[src/rtl/uart_prog_loader.sv]
// uart_prog_loader: boot-time program download over an 8N1 UART link.
// A length header N (4 bytes, little-endian) is followed by N little-endian
// 32-bit words. Each word becomes one instruction-memory write. done or err
// latches when the download ends, and only reset clears it.
module uart_prog_loader #(
  parameter int CLKS_PER_BIT = 868,
  parameter int MAX_WORDS    = 200,
  parameter int ADDR_W       = 16
) (
  input  logic              CLK,
  input  logic              RST,
  input  logic              RXD,
  output logic              we,
  output logic [ADDR_W-1:0] waddr,
  output logic [31:0]       wdata,
  output logic              busy,
  output logic              done,
  output logic              err
);

  localparam int CNT_W = $clog2(CLKS_PER_BIT);
  localparam int IDX_W = $clog2(MAX_WORDS + 1);
  localparam logic [CNT_W-1:0] HALF_LAST = CNT_W'(CLKS_PER_BIT / 2 - 1);
  localparam logic [CNT_W-1:0] FULL_LAST = CNT_W'(CLKS_PER_BIT - 1);

  typedef enum logic [1:0] {R_IDLE, R_START, R_DATA, R_STOP} rx_state_t;
  typedef enum logic [1:0] {L_HDR, L_BODY, L_DONE, L_ERR} ld_state_t;

  rx_state_t        rx_state;
  ld_state_t        ld_state;
  logic             rx_meta;
  logic             rx_sync;
  logic [CNT_W-1:0] clk_cnt;
  logic [2:0]       bit_idx;
  logic [7:0]       shreg;
  logic             byte_valid;
  logic             frame_err;
  logic             start_ok;
  logic [1:0]       byte_cnt;
  logic [23:0]      asm_word;
  logic [IDX_W-1:0] word_total;
  logic [IDX_W-1:0] word_idx;
  logic [31:0]      full_word;

  // The byte that completes a word or header, joined with the three bytes gathered before it
  assign full_word = {shreg, asm_word};

  // Two-flop synchronizer for the asynchronous receive line, idling high
  always_ff @(posedge CLK or posedge RST) begin
    if (RST) begin
      rx_meta <= 1'b1;
      rx_sync <= 1'b1;
    end else begin
      rx_meta <= RXD;
      rx_sync <= rx_meta;
    end
  end

  // Byte receiver: mid-bit sampling, false-start rejection, stop-bit framing check
  always_ff @(posedge CLK or posedge RST) begin
    if (RST) begin
      rx_state   <= R_IDLE;
      clk_cnt    <= '0;
      bit_idx    <= '0;
      shreg      <= '0;
      byte_valid <= 1'b0;
      frame_err  <= 1'b0;
      start_ok   <= 1'b0;
    end else begin
      byte_valid <= 1'b0;
      frame_err  <= 1'b0;
      start_ok   <= 1'b0;
      case (rx_state)
        R_IDLE: begin
          clk_cnt <= '0;
          bit_idx <= '0;
          if (!rx_sync) rx_state <= R_START;
        end
        R_START: begin
          if (clk_cnt == HALF_LAST) begin
            clk_cnt <= '0;
            if (!rx_sync) begin
              rx_state <= R_DATA;
              start_ok <= 1'b1;
            end else begin
              rx_state <= R_IDLE;
            end
          end else begin
            clk_cnt <= clk_cnt + 1'b1;
          end
        end
        R_DATA: begin
          if (clk_cnt == FULL_LAST) begin
            clk_cnt <= '0;
            shreg   <= {rx_sync, shreg[7:1]};
            bit_idx <= bit_idx + 1'b1;
            if (bit_idx == 3'd7) rx_state <= R_STOP;
          end else begin
            clk_cnt <= clk_cnt + 1'b1;
          end
        end
        R_STOP: begin
          if (clk_cnt == FULL_LAST) begin
            clk_cnt  <= '0;
            rx_state <= R_IDLE;
            if (rx_sync) byte_valid <= 1'b1;
            else         frame_err  <= 1'b1;
          end else begin
            clk_cnt <= clk_cnt + 1'b1;
          end
        end
        default: rx_state <= R_IDLE;
      endcase
    end
  end

  // Loader: header decode, word assembly, write pulses and sticky completion status
  always_ff @(posedge CLK or posedge RST) begin
    if (RST) begin
      ld_state   <= L_HDR;
      byte_cnt   <= '0;
      asm_word   <= '0;
      word_total <= '0;
      word_idx   <= '0;
      we         <= 1'b0;
      waddr      <= '0;
      wdata      <= '0;
      busy       <= 1'b0;
      done       <= 1'b0;
      err        <= 1'b0;
    end else begin
      we <= 1'b0;
      case (ld_state)
        L_HDR, L_BODY: begin
          if (start_ok) busy <= 1'b1;
          if (frame_err) begin
            ld_state <= L_ERR;
            err      <= 1'b1;
            busy     <= 1'b0;
          end else if (we && (word_idx == word_total)) begin
            ld_state <= L_DONE;
            done     <= 1'b1;
            busy     <= 1'b0;
          end else if (byte_valid) begin
            asm_word <= {shreg, asm_word[23:8]};
            byte_cnt <= byte_cnt + 1'b1;
            if (byte_cnt == 2'd3) begin
              if (ld_state == L_HDR) begin
                word_total <= IDX_W'(full_word);
                if (full_word == 32'd0) begin
                  ld_state <= L_DONE;
                  done     <= 1'b1;
                  busy     <= 1'b0;
                end else if (full_word > 32'(MAX_WORDS)) begin
                  ld_state <= L_ERR;
                  err      <= 1'b1;
                  busy     <= 1'b0;
                end else begin
                  ld_state <= L_BODY;
                end
              end else begin
                we       <= 1'b1;
                waddr    <= ADDR_W'(word_idx);
                wdata    <= full_word;
                word_idx <= word_idx + 1'b1;
              end
            end
          end
        end
        default: begin
        end
      endcase
    end
  end

endmodule

[config.mk]
export PLATFORM = sky130hd
export DESIGN_NAME = uart_prog_loader
export DESIGN_NICKNAME = d
export VERILOG_FILES = /design/src/rtl/uart_prog_loader.sv
export SDC_FILE = /design/constraint.sdc
export NUM_CORES = 1
export LEC_CHECK = 0
export ABC_AREA = 1
export CELL_PAD_IN_SITES_DETAIL_PLACEMENT = 0
export CELL_PAD_IN_SITES_GLOBAL_PLACEMENT = 1
export CORE_MARGIN = 10
export CORE_UTILIZATION = 45
export DETAILED_ROUTE_END_ITERATION = 8
export PLACE_DENSITY = 0.84
export SYNTH_ARGS = -nofsm -noshare
export SYNTH_HDL_FRONTEND = slang
export SYNTH_SLANG_ARGS = --single-unit
[constraint.sdc]
create_clock -name CLK -period 10.9 [get_ports CLK]
set_input_delay 2.18 -clock CLK [delete_from_list [all_inputs] [get_ports CLK]]
set_output_delay 2.18 -clock CLK [all_outputs]
set_load 0.05 [all_outputs]
==> results of run 1 <==
cells by family (layout without fill, tap and decap cells):
logic type / after synthesis / in the layout
and+or+nand+nor: 371 / 371
DFF: 116 / 116
buffers and inverters: 102 / 152
AOI/OAI and AO/OA: 50 / 50
xor gates and xnor gates: 9 / 9
adders and majority gates: 6 / 6
other: 1 / 8
flip-flops by register name, summed over array words and instances, names as in the netlist, 3 cells and up, named ones only:
| register | count |
|---|---|
| word_total | 8 |
| waddr | 8 |
| shreg | 8 |
| wdata | 32 |
| clk_cnt | 10 |
| bit_idx | 3 |
| asm_word | 24 |
| word_idx | 8 |
final cells by class:
type	instances	area share, %
well taps	143	2.800
multi-input cells	444	31.62
inverters	72	4.269
flip-flops and latches	116	45.47
clock buffers	28	8.087
repair buffers	48	7.441
clock inverters	4	0.3133
metal layers:
metal  routed length [µm]  vias up  share of wire, %  track usage [%]
li1                     -     2138                 -                -
met1                 5633     2011                47            20.08
met2                 5604       77                47            24.03
met3                  588       20               4.9            4.805
met4                  199        0               1.7            7.157
met5                    0        -                 0                0
power groups by stage:
stage	Combinational, mW	Sequential, mW	Clock (mW)
floorplan	0.0147	0.439	0
global placement	0.0159	0.439	0
detailed placement	0.0163	0.439	0
CTS	0.0163	0.432	0.511
global route	0.0177	0.432	0.529
finish	0.0157	0.432	0.502
how the worst max path moves through the flow:
stage	end	slack [ns]
after global placement	word_idx[7]$_DFFE_PP0P_	6.95
after detailed placement	word_idx[7]$_DFFE_PP0P_	6.89
after CTS	we	7.08
final	we	7.11
after global routing	wdata[25]	7.06
after floorplan	async pin	5.65
through the flow:
stage                     hold WS (ns)  setup slack [ns]
after floorplan                 0.3452             5.651
after global placement          0.3460             6.948
after detailed placement        0.3485             6.893
after CTS                       0.3558             7.085
after global routing            0.3570             7.061
final                           0.3548             7.106
cells in the final DEF (no fill, tap or decap), types with 2 or more instances in the layout:
cell,synthesis,final
xnor2_1,3,3
conb_1,1,8
a21boi_0,2,2
a21oi_1,2,2
nor3_1,10,10
nand2_1,220,220
a211oi_1,2,2
clkinv_2,0,4
inv_2,2,2
inv_1,69,68
clkbuf_8,0,5
o21bai_1,2,2
nand3_1,70,70
dfstp_2,2,2
dfrtp_1,114,114
nor2_1,49,48
o21ai_0,41,41
nor2_4,0,2
clkbuf_1,9,6
nand2_2,2,2
nor3b_1,2,2
nand4_1,11,11
ha_1,6,6
xor2_1,6,6
clkdlybuf4s50_1,0,46
buf_4,9,2
clkbuf_16,0,17
==> impl_metrics.csv, run 1 <==
group,metric,value,unit
place,post-dp-hpwl,7.981,mm
finish,fillers,1068,
power_and_ir_drop,power_switching,0.1985,mW
hold_path,min_to,"rx_sync$_DFF_PP1_",
grt,grt_pass1_vias,4307,
finish,nets,708,
drt,wl_per_cell,14.07,µm
worst_setup_path,crit_chain,"clkdlybuf4s50_1",
worst_setup_path,critPathLaunch,"we$_DFF_PP0_",
finish,area.sequential,2905,µm²
cts,clk_pin_slew,0.05,ns
yosys,yosysUniqueCellTypes,32,
cts,htreeDepth,4,
power_and_ir_drop,clockPowerShare,52.9,%
yosys,ys_ff_latch,116,
hold_path,hp-start,"rx_meta$_DFF_PP1_",
finish,antennaDiodeCount,0,
power_and_ir_drop,seqPwrFrac,45.5,%
yosys,synth_mux_area_share,0,%
die,die_area,16580,µm²
worst_setup_path,max_stage_delay,0.82,ns
die,chipWidth,128.8,µm
power_and_ir_drop,p_leak,3.246,nW
finish,multiInputGateArea,2021,µm²
cts,cts_setup_buffers,0,
yosys,synth_top_family_by_area,"simple AND/OR/NAND/NOR gates",
sta,rsz0062_at_grt,"no",
power_and_ir_drop,p_sw_share,20.89,%
finish,drive_above_1_share,5.758,%
yosys,syn_area,5325,µm²
yosys,synthTopCellsByCount,"nand2_1, dfrtp_1, nand3_1, inv_1, nor2_1",
sta,finClkSkew,0.005910,ns
sta,fmax,263.6,MHz
sta,period_share,34.81,%
yosys,ys.flop_type,"dfrtp_1",
cts,numCtsBuffers,17,
worst_setup_path,r2r_slack,7.92,ns
run,drv_cap,0,
power_and_ir_drop,power.density,148.7,nW/µm²
hold_path,whs_path_depth,0,
drt,drc,0,
cts,cts_hold_buf,0,
sta,slew_headroom,19.49,%
worst_setup_path,cpMaxStageDelayCell,"clkdlybuf4s50_1",
worst_setup_path,rr_startpoint,"ld_state[1]$_DFFE_PP0P_",
die,io_pins,55,
yosys,yosysMostFrequentCell,"nand2_1",
yosys,synth.avg_cell_area,8.130,µm²
finish,syn2layout_area_growth,20.00,%
finish,design_area,6390,µm²
yosys,synth-xor-area-share,1.480,%
cts,cts.sinks,116,
yosys,yosysWarnings,0,
worst_setup_path,r2r-end,"wdata[3]$_DFFE_PP0P_",
worst_setup_path,cp.required,8.72,ns
grt,grt_antenna_before_repair,0,
cts,cts_tree,"done",
cts,cts_resized,0,
drt,dr_total_vias,4246,
worst_setup_path,critPathKind,"flop to output port",
grt,track_usage,15.71,%
die,start_util,46.24,%
die,coreArea,11520,µm²
yosys,async_flop_share,100.0,%
drt,drt_pass1_iterations,5,
die,die_y,128.8,µm
power_and_ir_drop,ir_drop,0.1033,mV
power_and_ir_drop,fin_total_pwr,0.9500,mW
place,placed_cells,823,
yosys,synth_edf_count,0,
worst_setup_path,cp.depth,1,
outcome,status,"finished clean",
power_and_ir_drop,p_int,0.7515,mW
cts,clock_path_buffers,2,
drt,detail-route-antenna-nets,0,
grt,overflow,0,
drt,first_iter_violations,278,
worst_setup_path,crit_fanout,3,
yosys,synth_compound_area_share,5.005,%
worst_setup_path,ff2ff_path_depth,6,
hold_path,hp-class,"flop to flop",
grt,grt_start_max_net_pins,63,
sta,worst_slew_pin_slew,1.205,ns
finish,utilization,55.49,%
place,port_buffers,46,
power_and_ir_drop,p_comb_share,1.7,%
place,gp_congestion,0.8126,
worst_setup_path,critical-path-top-delay-family,"buffers and inverters",
worst_setup_path,arrival,1.61,ns
cts,clk_latency,0.42,ns
place,placed_area,5853,µm²
yosys,synth-adder-area-share,1.410,%
yosys,yosys.area.top_type,"dfrtp_1",
finish,final_cell_count_no_fill,855,
sta,setup_viol,0,
drt,wirelength,12.03,mm
sta,slew_violations,0,
worst_setup_path,critPathBufInv,1,
yosys,syn_inst,655,
grt,grt_first_pass_wirelength,21.07,mm
sta,period_needed,3.794,ns
sta,tns,0,ns
yosys,synth_area_leaders,"dfrtp_1, nand2_1, nand3_1",
sta,hold_viol,0,
yosys,synth-simple-area-share,29.25,%
cts,clockRootBuffer,"clkbuf_16",
worst_setup_path,critPathCaptureType,"output port",
die,rows,39,
drt,routed_via_density,4.966,
yosys,ys_seq_area_share,54.56,%
yosys,synth_top_cell_area_share,53.57,%
worst_setup_path,critPathLaunchType,"flop",
(Power assumes the default switching activity.)
==> inputs of run 2 (changes only) <==
--- a/config.mk
+++ b/config.mk
@@ -9,9 +9,9 @@
 export CELL_PAD_IN_SITES_DETAIL_PLACEMENT = 0
 export CELL_PAD_IN_SITES_GLOBAL_PLACEMENT = 1
 export CORE_MARGIN = 10
-export CORE_UTILIZATION = 45
+export CORE_UTILIZATION = 38
 export DETAILED_ROUTE_END_ITERATION = 8
-export PLACE_DENSITY = 0.84
+export PLACE_DENSITY = 0.75
 export SYNTH_ARGS = -nofsm -noshare
 export SYNTH_HDL_FRONTEND = slang
 export SYNTH_SLANG_ARGS = --single-unit
==> constraint.sdc (replaced) <==
create_clock -name CLK -period 3.1 [get_ports CLK]
set_input_delay 0.62 -clock CLK [delete_from_list [all_inputs] [get_ports CLK]]
set_output_delay 0.62 -clock CLK [all_outputs]
set_load 0.05 [all_outputs]
==> run 2 against run 1 <==
Effect of this change: clock power grew to 3.5 times the previous value; non-clock buffer count up 3; sequential cell count is the same; worst setup slack got worse by 6.3 ns; largest power group unchanged.
==> impl_metrics.csv, run 2 (synthesized netlist as in run 1, its figures left out) <==
group,metric,value,unit
place,placed_cells,863,
worst_setup_path,critPathLaunchType,"flop",
sta,rsz0062_at_grt,"no",
grt,overflow,0,
sta,fin_ws,0.8090,ns
worst_setup_path,critPathLaunch,"busy$_DFFE_PP0N_",
finish,antennaDiodeCount,0,
grt,gr-usage-met1,16.16,%
finish,reg.largest.list,"wdata: 32 flops, asm_word: 24 flops, clk_cnt: 10 flops",
cts,clk_latency,0.42,ns
cts,clock_path_buffers,2,
finish,design_area,6469,µm²
grt,grt_first_pass_wirelength,21.75,mm
worst_setup_path,rr_startpoint,"word_idx[5]$_DFFE_PP0P_",
die,die_area,19150,µm²
sta,worst_slew_pin_slew,0.6387,ns
cts,cts_resized,0,
outcome,status,"finished clean",
power_and_ir_drop,p_sw_share,21.95,%
sta,slew_headroom,57.30,%
cts,clockRootBuffer,"clkbuf_16",
sta,period_needed,2.291,ns
sta,hold_viol,0,
finish,final_common_cell,"nand2_1",
power_and_ir_drop,p_comb_share,1.7,%
worst_setup_path,cp.depth,1,
drt,first_iter_violations,374,
drt,routed_via_density,4.752,
drt,dr_total_vias,4253,
worst_setup_path,crit_fanout,3,
hold_path,hp-start,"rx_meta$_DFF_PP1_",
sta,slew_violations,0,
hold_path,hp-class,"flop to flop",
drt,wirelength,12.51,mm
run,drv_cap,0,
drt,wl_per_cell,13.98,µm
die,coreArea,13830,µm²
die,rows,43,
grt,use_met3,3.596,%
place,gp_congestion,0.8330,
finish,drive_above_1_share,6.573,%
cts,cts_setup_buffers,0,
finish,final_cell_count_no_fill,895,
drt,drt_pass1_iterations,4,
place,pre_cts_slack,1.049,ns
worst_setup_path,ff2ff_path_depth,11,
grt,track_usage,13.60,%
worst_setup_path,crit_chain,"clkdlybuf4s50_1",
cts,cts.sinks,116,
power_and_ir_drop,clockPowerShare,52.6,%
finish,top_register,"wdata",
die,start_util,38.51,%
worst_setup_path,max_stage_delay,0.85,ns
place,port_buffers,46,
die,chipWidth,138.4,µm
cts,cts_tree,"done",
worst_setup_path,cp.required,2.48,ns
sta,finClkSkew,0.009090,ns
cts,numCtsBuffers,17,
grt,top_usage_layer,"met2",
cts,cts_hold_buf,0,
worst_setup_path,critPathCaptureType,"output port",
worst_setup_path,critPathKind,"flop to output port",
worst_setup_path,r2r_slack,1.09,ns
drt,detail-route-antenna-nets,0,
worst_setup_path,cpMaxStageDelayCell,"clkdlybuf4s50_1",
drt,drc,0,
worst_setup_path,r2r-end,"wdata[23]$_DFFE_PP0P_",
finish,nets,711,
finish,layout_common_cells,"nand2_1, dfrtp_1, nand3_1",
power_and_ir_drop,ir_drop,0.3291,mV
power_and_ir_drop,p_leak,3.246,nW
sta,fmax,436.5,MHz
cts,clk_pin_slew,0.05,ns
power_and_ir_drop,power_switching,0.7304,mW
grt,grt_antenna_before_repair,0,
place,placed_area,5936,µm²
die,die_y,138.4,µm
worst_setup_path,critPathBufInv,1,
sta,setup_viol,0,
power_and_ir_drop,power.density,514.4,nW/µm²
sta,period_share,73.90,%
worst_setup_path,critical-path-top-delay-family,"buffers and inverters",
finish,largest_reg_flops,32,
worst_setup_path,arrival,1.67,ns
power_and_ir_drop,p_int,2.597,mW
grt,use_met2,22.72,%
sta,tns,0,ns
grt,grt_pass1_vias,4376,
place,post-dp-hpwl,8.638,mm
grt,grt_start_max_net_pins,117,
finish,fillers,1326,
cts,htreeDepth,4,
die,io_pins,55,
power_and_ir_drop,seqPwrFrac,45.6,%
finish,syn2layout_area_growth,21.48,%
worst_setup_path,crit_path_end,"busy",
==> run 2: worst min path at each step <==
stage                                    to  slack (ns)  depth (start not counted)
final                     rx_sync$_DFF_PP1_        0.36                          0
after global routing      rx_sync$_DFF_PP1_        0.36                          0
after CTS                 rx_sync$_DFF_PP1_        0.36                          0
after detailed placement  rx_sync$_DFF_PP1_        0.35                          0
after global placement    rx_sync$_DFF_PP1_        0.35                          0
after floorplan           rx_sync$_DFF_PP1_        0.35                          0
==> run 2: per-stage QoR <==
stage / utilization (%) / hold slack [ns] / total power [mW]
5_1_grt: 46.78 / 0.3588 / 3.443
4_1_cts: 46.78 / 0.3572 / 3.372
6_report: 46.78 / 0.3553 / 3.328
3_5_place_dp: 42.93 / 0.3495 / 1.604
2_1_floorplan: - / 0.3452 / 1.597
3_3_place_gp: 42.93 / 0.3474 / 1.603
==> run 2: metal layers <==
| layer | vias up | wire [µm] | part of all wire [%] |
|---|---|---|---|
| met5 | - | 0 | 0 |
| met4 | 0 | 162 | 1.3 |
| met3 | 12 | 372 | 3.0 |
| met2 | 60 | 6528 | 52 |
| met1 | 2030 | 5445 | 44 |
| li1 | 2151 | - | - |
==> run 2: layout make-up <==
| cell class | instances | area, µm² | share of cell area (%) |
|---|---|---|---|
| sequential | 116 | 2905 | 44.91 |
| multi-input combinational | 444 | 2021 | 31.24 |
| timing repair buffer | 51 | 510.5 | 7.892 |
| clock buffer | 23 | 478.0 | 7.389 |
| inverter | 72 | 274.0 | 4.236 |
| tap | 180 | 225.2 | 3.482 |
| clock inverter | 9 | 55.05 | 0.8511 |
==> run 2: power groups by stage <==
stage	Clock (mW)	Combinational (mW)	Sequential, mW
6_report	1.75	0.0572	1.52
5_1_grt	1.86	0.0645	1.52
4_1_cts	1.79	0.0596	1.52
3_5_place_dp	0	0.0595	1.54
3_3_place_gp	0	0.0585	1.54
2_1_floorplan	0	0.0521	1.54
